### config.mk
export PLATFORM = sky130hd
export DESIGN_NAME = fetch_pc_unit_flat
export DESIGN_NICKNAME = d
export VERILOG_FILES = /design/src/rtl/fetch_pc_unit_if.sv /design/src/rtl/fetch_pc_unit.sv /design/src/flat_wrapper.sv
export SDC_FILE = /design/constraint.sdc
export NUM_CORES = 1
export LEC_CHECK = 0
export ABC_AREA = 1
export CORE_ASPECT_RATIO = 0.6
export CORE_MARGIN = 5
export CORE_UTILIZATION = 46
export CTS_CLUSTER_SIZE = 28
export DETAILED_ROUTE_END_ITERATION = 7
export GPL_TIMING_DRIVEN = 0
export PLACE_DENSITY = 0.82
export SLEW_MARGIN = 25
export SYNTH_ARGS = -nofsm -noshare
export SYNTH_HDL_FRONTEND = slang
export SYNTH_SLANG_ARGS = --single-unit
### constraint.sdc
create_clock -name clock -period 2.15 [get_ports clock]
set_clock_uncertainty 0.05 [all_clocks]
set_input_delay 0.43 -clock clock [delete_from_list [all_inputs] [get_ports clock]]
set_output_delay 0.43 -clock clock [all_outputs]
set_load 0.005 [all_outputs]
### src/rtl/fetch_pc_unit_if.sv
// Instruction-memory request/response channel between the fetch PC unit (master)
// and the instruction memory (slave): valid/ready request, strobed response.
interface fetch_pc_unit_if #(
   parameter int Width = 32
);
   logic             inst_req_valid;
   logic             inst_req_ready;
   logic [Width-1:0] inst_req_addr;
   logic             inst_resp_valid;
   logic [Width-1:0] inst_resp_data;

   modport master (
      output inst_req_valid,
      output inst_req_addr,
      input  inst_req_ready,
      input  inst_resp_valid,
      input  inst_resp_data
   );

   modport slave (
      input  inst_req_valid,
      input  inst_req_addr,
      output inst_req_ready,
      output inst_resp_valid,
      output inst_resp_data
   );
endinterface

### src/rtl/fetch_pc_unit.sv
// Fetch-side PC holder: issues one outstanding instruction fetch at a time, applies
// pc_src redirects, drops responses made stale by a redirect, and fills the decode slot.
//
// state   | meaning
// --------+-----------------------------------------------------------------
// IDLE    | no request in flight; launch one once the decode slot frees up
// REQ     | request presented, waiting for inst_req_ready
// WAIT    | request accepted, waiting for its response
// DISCARD | request accepted but redirected since; drop its response
module fetch_pc_unit #(
   parameter int               Width       = 32,
   parameter logic [Width-1:0] ResetVector = '0,
   parameter int               InstBytes   = 4
) (
   input  logic              clock,
   input  logic              reset,
   input  logic              redirect_en,
   input  logic [1:0]        pc_src,
   input  logic [Width-1:0]  mepc,
   input  logic [Width-1:0]  sepc,
   input  logic [Width-1:0]  branch_target,
   input  logic              stall,
   output logic              flush,
   fetch_pc_unit_if.master   imem,
   output logic              if_valid,
   output logic [Width-1:0]  if_pc,
   output logic [Width-1:0]  if_inst
);

   typedef enum logic [1:0] {
      IDLE    = 2'd0,
      REQ     = 2'd1,
      WAIT    = 2'd2,
      DISCARD = 2'd3
   } state_t;

   state_t           state;
   logic [Width-1:0] pc;
   logic             req_valid_q;
   logic [Width-1:0] req_addr_q;
   logic             redirect_pending;
   logic             if_valid_q;
   logic [Width-1:0] if_pc_q;
   logic [Width-1:0] if_inst_q;
   logic [Width-1:0] redirect_raw;
   logic [Width-1:0] redirect_target;

   assign flush = redirect_en & (|pc_src);

   always_comb begin
      redirect_raw = branch_target;
      case (pc_src)
         2'b01:   redirect_raw = mepc;
         2'b10:   redirect_raw = sepc;
         default: redirect_raw = branch_target;
      endcase
      redirect_target = {redirect_raw[Width-1:1], 1'b0};
   end

   always_ff @(posedge clock) begin
      if (reset) begin
         state            <= IDLE;
         pc               <= ResetVector;
         req_valid_q      <= 1'b0;
         req_addr_q       <= '0;
         redirect_pending <= 1'b0;
         if_valid_q       <= 1'b0;
         if_pc_q          <= '0;
         if_inst_q        <= '0;
      end else begin
         // Slot empties on a flush or when decode takes it; a WAIT response below wins.
         if (flush || !stall) begin
            if_valid_q <= 1'b0;
         end

         case (state)
            IDLE: begin
               // A redirect here only moves pc; the fetch launches next cycle from the new pc.
               if (flush) begin
                  pc <= redirect_target;
               end else if (!if_valid_q || !stall) begin
                  state       <= REQ;
                  req_valid_q <= 1'b1;
                  req_addr_q  <= pc;
               end
            end

            REQ: begin
               if (imem.inst_req_ready) begin
                  req_valid_q      <= 1'b0;
                  redirect_pending <= 1'b0;
                  if (flush) begin
                     pc    <= redirect_target;
                     state <= DISCARD;
                  end else if (redirect_pending) begin
                     state <= DISCARD;
                  end else begin
                     pc    <= pc + Width'(InstBytes);
                     state <= WAIT;
                  end
               end else if (flush) begin
                  // The request stays on the bus; remember that its response is stale.
                  pc               <= redirect_target;
                  redirect_pending <= 1'b1;
               end
            end

            WAIT: begin
               if (flush) begin
                  pc    <= redirect_target;
                  state <= imem.inst_resp_valid ? IDLE : DISCARD;
               end else if (imem.inst_resp_valid) begin
                  if_valid_q <= 1'b1;
                  if_pc_q    <= req_addr_q;
                  if_inst_q  <= imem.inst_resp_data;
                  state      <= IDLE;
               end
            end

            DISCARD: begin
               if (flush) begin
                  pc <= redirect_target;
               end
               if (imem.inst_resp_valid) begin
                  state <= IDLE;
               end
            end

            default: state <= IDLE;
         endcase
      end
   end

   assign imem.inst_req_valid = req_valid_q;
   assign imem.inst_req_addr  = req_addr_q;
   assign if_valid            = if_valid_q;
   assign if_pc               = if_pc_q;
   assign if_inst             = if_inst_q;

endmodule

### src/flat_wrapper.sv
// flat-port wrapper written by rule: the top's interface ports become plain ports
module fetch_pc_unit_flat 
#(
   parameter int               Width       = 32,
   parameter logic [Width-1:0] ResetVector = '0,
   parameter int               InstBytes   = 4
)
  (clock, reset, redirect_en, pc_src, mepc, sepc, branch_target, stall, flush, if_valid, if_pc, if_inst, imem_inst_req_valid, imem_inst_req_addr, imem_inst_req_ready, imem_inst_resp_valid, imem_inst_resp_data);
  fetch_pc_unit_if #(.Width(Width)) imem_i ();
  input  logic clock;
  input  logic reset;
  input  logic redirect_en;
  input  logic [1:0] pc_src;
  input  logic [Width-1:0] mepc;
  input  logic [Width-1:0] sepc;
  input  logic [Width-1:0] branch_target;
  input  logic stall;
  output logic flush;
  output logic if_valid;
  output logic [Width-1:0] if_pc;
  output logic [Width-1:0] if_inst;
  output wire logic [$bits(imem_i.inst_req_valid)-1:0] imem_inst_req_valid;
  output wire logic [$bits(imem_i.inst_req_addr)-1:0] imem_inst_req_addr;
  input wire logic [$bits(imem_i.inst_req_ready)-1:0] imem_inst_req_ready;
  input wire logic [$bits(imem_i.inst_resp_valid)-1:0] imem_inst_resp_valid;
  input wire logic [$bits(imem_i.inst_resp_data)-1:0] imem_inst_resp_data;
  assign imem_inst_req_valid = imem_i.inst_req_valid;
  assign imem_inst_req_addr = imem_i.inst_req_addr;
  assign imem_i.inst_req_ready = imem_inst_req_ready;
  assign imem_i.inst_resp_valid = imem_inst_resp_valid;
  assign imem_i.inst_resp_data = imem_inst_resp_data;
  fetch_pc_unit #(.Width(Width), .ResetVector(ResetVector), .InstBytes(InstBytes)) u_core (.clock(clock), .reset(reset), .redirect_en(redirect_en), .pc_src(pc_src), .mepc(mepc), .sepc(sepc), .branch_target(branch_target), .stall(stall), .flush(flush), .imem(imem_i), .if_valid(if_valid), .if_pc(if_pc), .if_inst(if_inst));
endmodule
### Yosys cells after proc, flatten, opt, wreduce, memory -nomap -nowiden

Index checks and enable logic that the tools add are counted.

| operators by class | value |
|---|---|
| bitwise gates (word level) | 2 |
| add/subtract/negate cells | 1 |
| reductions and logical operators | 14 |
| mux-type cells | 25 |
| eq/ne operators | 9 |

Operators with widths:

| operator | count |
|---|---|
| two-way mux 32 bit | 4 |
| case mux 32 bit (2 select lines) | 2 |
| adder 32 x 3 -> 32 bit, second input constant | 1 |
| two-way mux 2 bit | 7 |
| two-way mux 1 bit | 10 |
| AND reduction 3 bit | 3 |
| case mux 2 bit (4 select lines) | 1 |
| equality test 2 bit, second input constant | 3 |
| equality test 2 x 1 -> 1 bit, second input constant | 2 |
| != test 2 bit, second input constant | 2 |
| != test 4 x 3 -> 1 bit, second input constant | 1 |
| AND reduction 4 bit | 1 |
| nonzero test 2 bit | 2 |
| OR reduction 3 bit | 1 |
| logical NOT 1 bit | 2 |
| logical NOT 2 bit | 1 |
| logical OR 1 bit | 2 |
| != test 2 x 1 -> 1 bit, second input constant | 1 |
| case mux 1 bit (2 select lines) | 1 |
| AND reduction 2 bit | 1 |
| OR reduction 2 bit | 1 |
| AND 1 bit | 1 |
| inverter 1 bit | 1 |

| storage, ports and cells | value |
|---|---|
| bits of input ports | 136 |
| bits in registers | 133 |

### Logic depth before layout (Yosys ltp)

| depth | value |
|---|---|
| depth after elaboration | 7 |
| gate-level depth with buffers | 12 |
| gate-level depth less buffers | 12 |

### Worst setup path before layout

OpenSTA, ideal clock, no wires.

| path | value |
|---|---|
| path type | input to register |
| from | in pc_src[0] |
| to | reg u_core.if_inst_q[25] (netlist: u_core.if_inst[25]) |
| stages on the path | 9 |
| buffers on the path | 3 |
| data arrival time | 1.597 ns |
| required time | 1.972 ns |
| slack | 0.374 ns |
| cell sequence | inv_1 > ha_1 > nor2_1 > buf_4 > inv_2 > nand4_1 > buf_2 > clkbuf_1 > a21oi_1 |

| between the ends | value |
|---|---|
| word-level cells in the longest chain between the ends | 4 |

Ends and longest elaborated chain:

| element | line | RTL |
|---|---|---|
| start: declaration | flat_wrapper.sv:13 | `input logic [1:0] pc_src;` |
| OR reduction 2 bit | fetch_pc_unit.sv:48 | `assign flush = redirect_en & (\|pc_src);` |
| AND 1 bit | fetch_pc_unit.sv:48 |  |
| inverter 1 bit (no source line) | - |  |
| AND reduction 3 bit (no source line) | - |  |
| end signal: assignment | fetch_pc_unit.sv:115 | `if_inst_q <= imem.inst_resp_data;` |
| end: declaration | fetch_pc_unit.sv:44 | `logic [Width-1:0] if_inst_q;` |

No other way between the ends.
A chain may end at the register's enable or synchronous reset.

### Worst setup path after layout

| path | value |
|---|---|
| from | reg u_core.pc[2] |
| to | reg u_core.pc[28] |

| between the ends | value |
|---|---|
| word-level cells in the longest chain between the ends | 5 |

Ends and longest elaborated chain:

| element | line | RTL |
|---|---|---|
| start: declaration | fetch_pc_unit.sv:38 | `logic [Width-1:0] pc;` |
| start signal: assignment | fetch_pc_unit.sv:63 | `pc <= ResetVector;` |
| start signal: assignment | fetch_pc_unit.sv:80 | `pc <= redirect_target;` |
| start signal: assignment | fetch_pc_unit.sv:93 | `pc <= redirect_target;` |
| adder 32 x 3 -> 32 bit | fetch_pc_unit.sv:98 | `pc <= pc + Width'(InstBytes);` |
| two-way mux 32 bit | fetch_pc_unit.sv:95 | `end else if (redirect_pending) begin` |
| two-way mux 32 bit | fetch_pc_unit.sv:92 | `if (flush) begin` |
| two-way mux 32 bit | fetch_pc_unit.sv:89 | `if (imem.inst_req_ready) begin` |
| case mux 32 bit (2 select lines) | fetch_pc_unit.sv:76 | `case (state)` |

No other way between the ends. The select of a mux whose other input is x is not followed.

==> summary.txt <==
First-pass GRT wire length - 36900 um
Crit-path cells - ha_1, nand2_1, inv_1, nand3_4, nor2_4, inv_2, nor2_4, nand3_1, nand2_1, nand2_1, nand2_1, a21oi_2
RSZ-0062 raised after global routing - false
Reg clk slew, reported paths - 0.06 ns
VDD IR-drop max - 0.000573 V
Share of post-route cells with drive strength above 1 - 10.0%
Slowest-stage cell, CP - dfxtp_1
Maxcap violations - 0
Worst path required time - 2.38 ns
Core ar. - 0.0143 mm^2
Max-slew headroom - 58.9%
Synth area leader - dfxtp_1
Endpoints failing hold - 0
Via density - 5.38
Routed WL per cell - 16.7 um
# IOs - 235
FF-to-FF End - u_core.pc[28]
Fmax - 475 MHz
CP Class - register to register
Layout net count - 1341
Reg2Reg Depth - 12
CP peak stage delay - 0.49 ns
Drt drc - 0
Total clock buffers created by CTS - 17
Dpl hpwl - 18200 um
Worst reg-to-reg setup slack - 0.04 ns
Multiplexer area fraction after synthesis - 0%
Post-synthesis compound-gate area fraction - 27.4%
#FFs+latches synth - 133
Port buffer count - 230
Starting Density - 46.4%
Clk_lat worst skew - 0.41 ns
CTS max path bufs - 2
CP startpoint kind - register
Gr ovfl total - 0
Synth cell types - 44
Slew @ Worst Pin - 0.616 ns
Post-Synth XOR/XNOR Area - 0.132%
Row count - 34
Total GRT Usage - 27.7%
Initial antenna violation count - 0
Antenna fix cells - 0
Max FO, Critical Path - 6
WL final - 23600 um
Main flop type after synthesis - dfxtp_1
Layout overhead on the synthesized area - 49.2%
H-tree Lvls - 4
CTS Hold Bufs - 0
Via Count - 7602
Synth Instances - 949
Avg Inst Size Synth - 6.98 um^2
CTS Root Cell - clkbuf_16
Vias in the first global route - 7099
Fin. max-slew vios - 0
Non-filler cells, final - 1412
Critical path's most frequent cell - nand2_1
GP Congestion - 0.976
R2R Path Start - u_core.pc[2]
Clk sinks - 133
Largest net degree at the start of global routing - 17
TritonCTS clock tree - built
Chip Width - 165 um
Status - complete, no violations
Final setup fails - 0
Min Tclk post-route - 2.11 ns
Pwr Total - 6.93 mW
Die height - 103 um
Commonest cells after routing, fill and taps aside - clkdlybuf4s50_1 (227), a21oi_1 (144), o21ai_0 (141)
Hold wc startpoint - u_core.if_pc[29]
Most common cell after layout, fill and taps aside - clkdlybuf4s50_1
Worst setup EP type - register
YS warnings - 0
Core Util, Final - 69.2%
Post-Synth Simple-Gate Area - 18.9%
EDFF count, synth - 0
WHS Endpoint - u_core.if_pc[29]
Worst Hold Class - register to register
Hold depth - 2
Post-Synth Adder-Cell Area - 0.755%
PwrDens - 700 mW/mm^2
Synth area leaders - dfxtp_1 (40%), a21oi_1 (11%), o21ai_0 (11%)
Drt first pass iters - 7
Yosys top cell area share - 40.2%
Placed cell count - 1377
Worst EP arrival - 2.33 ns
1st-iter DRT viols - 785
Main combinational cell family by area after synthesis - compound AO/OA/AOI/OAI gates
Post-DRT Antenna Nets - 0
Pleak - 3.68 nW
Post-Syn Area - 0.00663 mm^2
Syn_nets - 1089
Async set or reset register ratio after synthesis - 0%
Final period util - 98.0%
Register area share after synthesis - 40.2%
DIE AREA - 0.0170 mm^2
WP buf/inv - 2
Critical path's top delay family - simple AND/OR/NAND/NOR gates
-- worst register-to-register path, cell delays in order, from the launching register on --
cell     delay, ns
dfxtp_1       0.49
ha_1          0.23
nand2_1       0.07
inv_1         0.16
nand3_4       0.12
nor2_4        0.26
inv_2         0.08
nor2_4        0.15
nand3_1       0.09
nand2_1       0.10
nand2_1       0.06
nand2_1       0.07
a21oi_2       0.05
-- worst max-delay path by stage --
| stage | startpoint | endpoint | slack, ns | depth (start not counted) |
|---|---|---|---|---|
| final | u_core.pc[2] | u_core.pc[28] | 0.04 | 12 |
| after global routing | u_core.pc[2] | u_core.pc[28] | 0.006 | 12 |
| after detailed placement | pc_src[0] | flush | -1.05 | 7 |
| after global placement | pc_src[0] | flush | -1.02 | 7 |
| after CTS | u_core.pc[2] | u_core.pc[28] | 0.05 | 12 |
| after floorplan | pc_src[0] | u_core.if_inst[25] | 0.37 | 9 |
-- layer usage --
layer,vias up,routed length (um),part of all wire [%],global-route usage (%)
li1,3663,-,-,-
met1,3526,10800,46,39.8
met2,377,9780,41,41.1
met3,36,2710,11,8.27
met4,0,310,1.3,6.39
met5,-,0,0,0
-- registers in the layout, summed over array words and instances, names as in the netlist --
name,flops
u_core.imem.inst_req_addr,32
u_core.if_inst,32
u_core.state,2
u_core.if_valid,1
u_core.imem.inst_req_valid,1
u_core.pc,32
u_core.if_pc,32
u_core.redirect_pending,1
-- synthesized netlist by cell type (2+ instances only) --
master,instances
dfxtp_1,133
nand2_1,139
a31o_2,7
o211ai_1,7
nor2_4,5
clkbuf_2,2
buf_4,3
a31oi_1,14
ha_1,4
clkbuf_1,30
o21ai_0,141
nand3_1,38
or2_2,4
nand3_2,2
buf_1,2
nand4_1,13
o21bai_1,2
o21ai_1,2
a22o_1,6
nand3b_1,2
nand2_4,2
nor3_1,5
buf_6,4
nor2_2,7
a21oi_1,144
a21o_1,2
inv_2,5
a221o_1,2
o22ai_1,4
nor3_4,2
nor2_1,43
inv_1,140
buf_2,20
nand2_2,3
-- power breakdown --
group          switching, mW  internal, mW  total (mW)
clock network           1.16          1.71        2.88
registers              0.171          2.63        2.80
logic                  0.600         0.649        1.25
total                   1.93          4.99        6.93
-- through the flow --
stage	worst slack, ns	setup TNS (ns)	instance area (um^2)	hold slack [ns]
5_1_grt	0.00612	0	9890	0.412
3_5_place_dp	-1.05	-63.27	9180	0.386
4_1_cts	0.0517	0	9880	0.395
3_3_place_gp	-1.02	-55.99	9180	0.381
6_report	0.0438	0	9890	0.391
2_1_floorplan	0.374	0	6630	0.371
-- cells by family (layout without fill, tap and decap cells) --
| logic type | after synthesis | count (layout) |
|---|---|---|
| adders and majority gates | 4 | 4 |
| buffers and inverters | 206 | 471 |
| AOI/OAI and AO/OA | 336 | 336 |
| and+or+nand+nor | 269 | 269 |
| DFF | 133 | 133 |
| xor gates and xnor gates | 1 | 1 |
-- final cells by class --
type / instances / area (um^2)
buffer: 61 / 392
tap: 198 / 248
clock buffer: 17 / 425
timing repair buffer: 233 / 2330
sequential: 133 / 2660
fill: 1220 / 4410
clock inverter: 15 / 158
multi-input combinational: 610 / 3130
inverter: 145 / 544
-- repair_timing --
item / 4_1_cts / 5_1_grt
pin swaps: 1 / 0
resized for setup: 46 / 2
gates cloned: 1 / 0
setup endpoints to repair: 107 / 3
buffers inserted: 2 / 0
(Power assumes the default switching activity.)
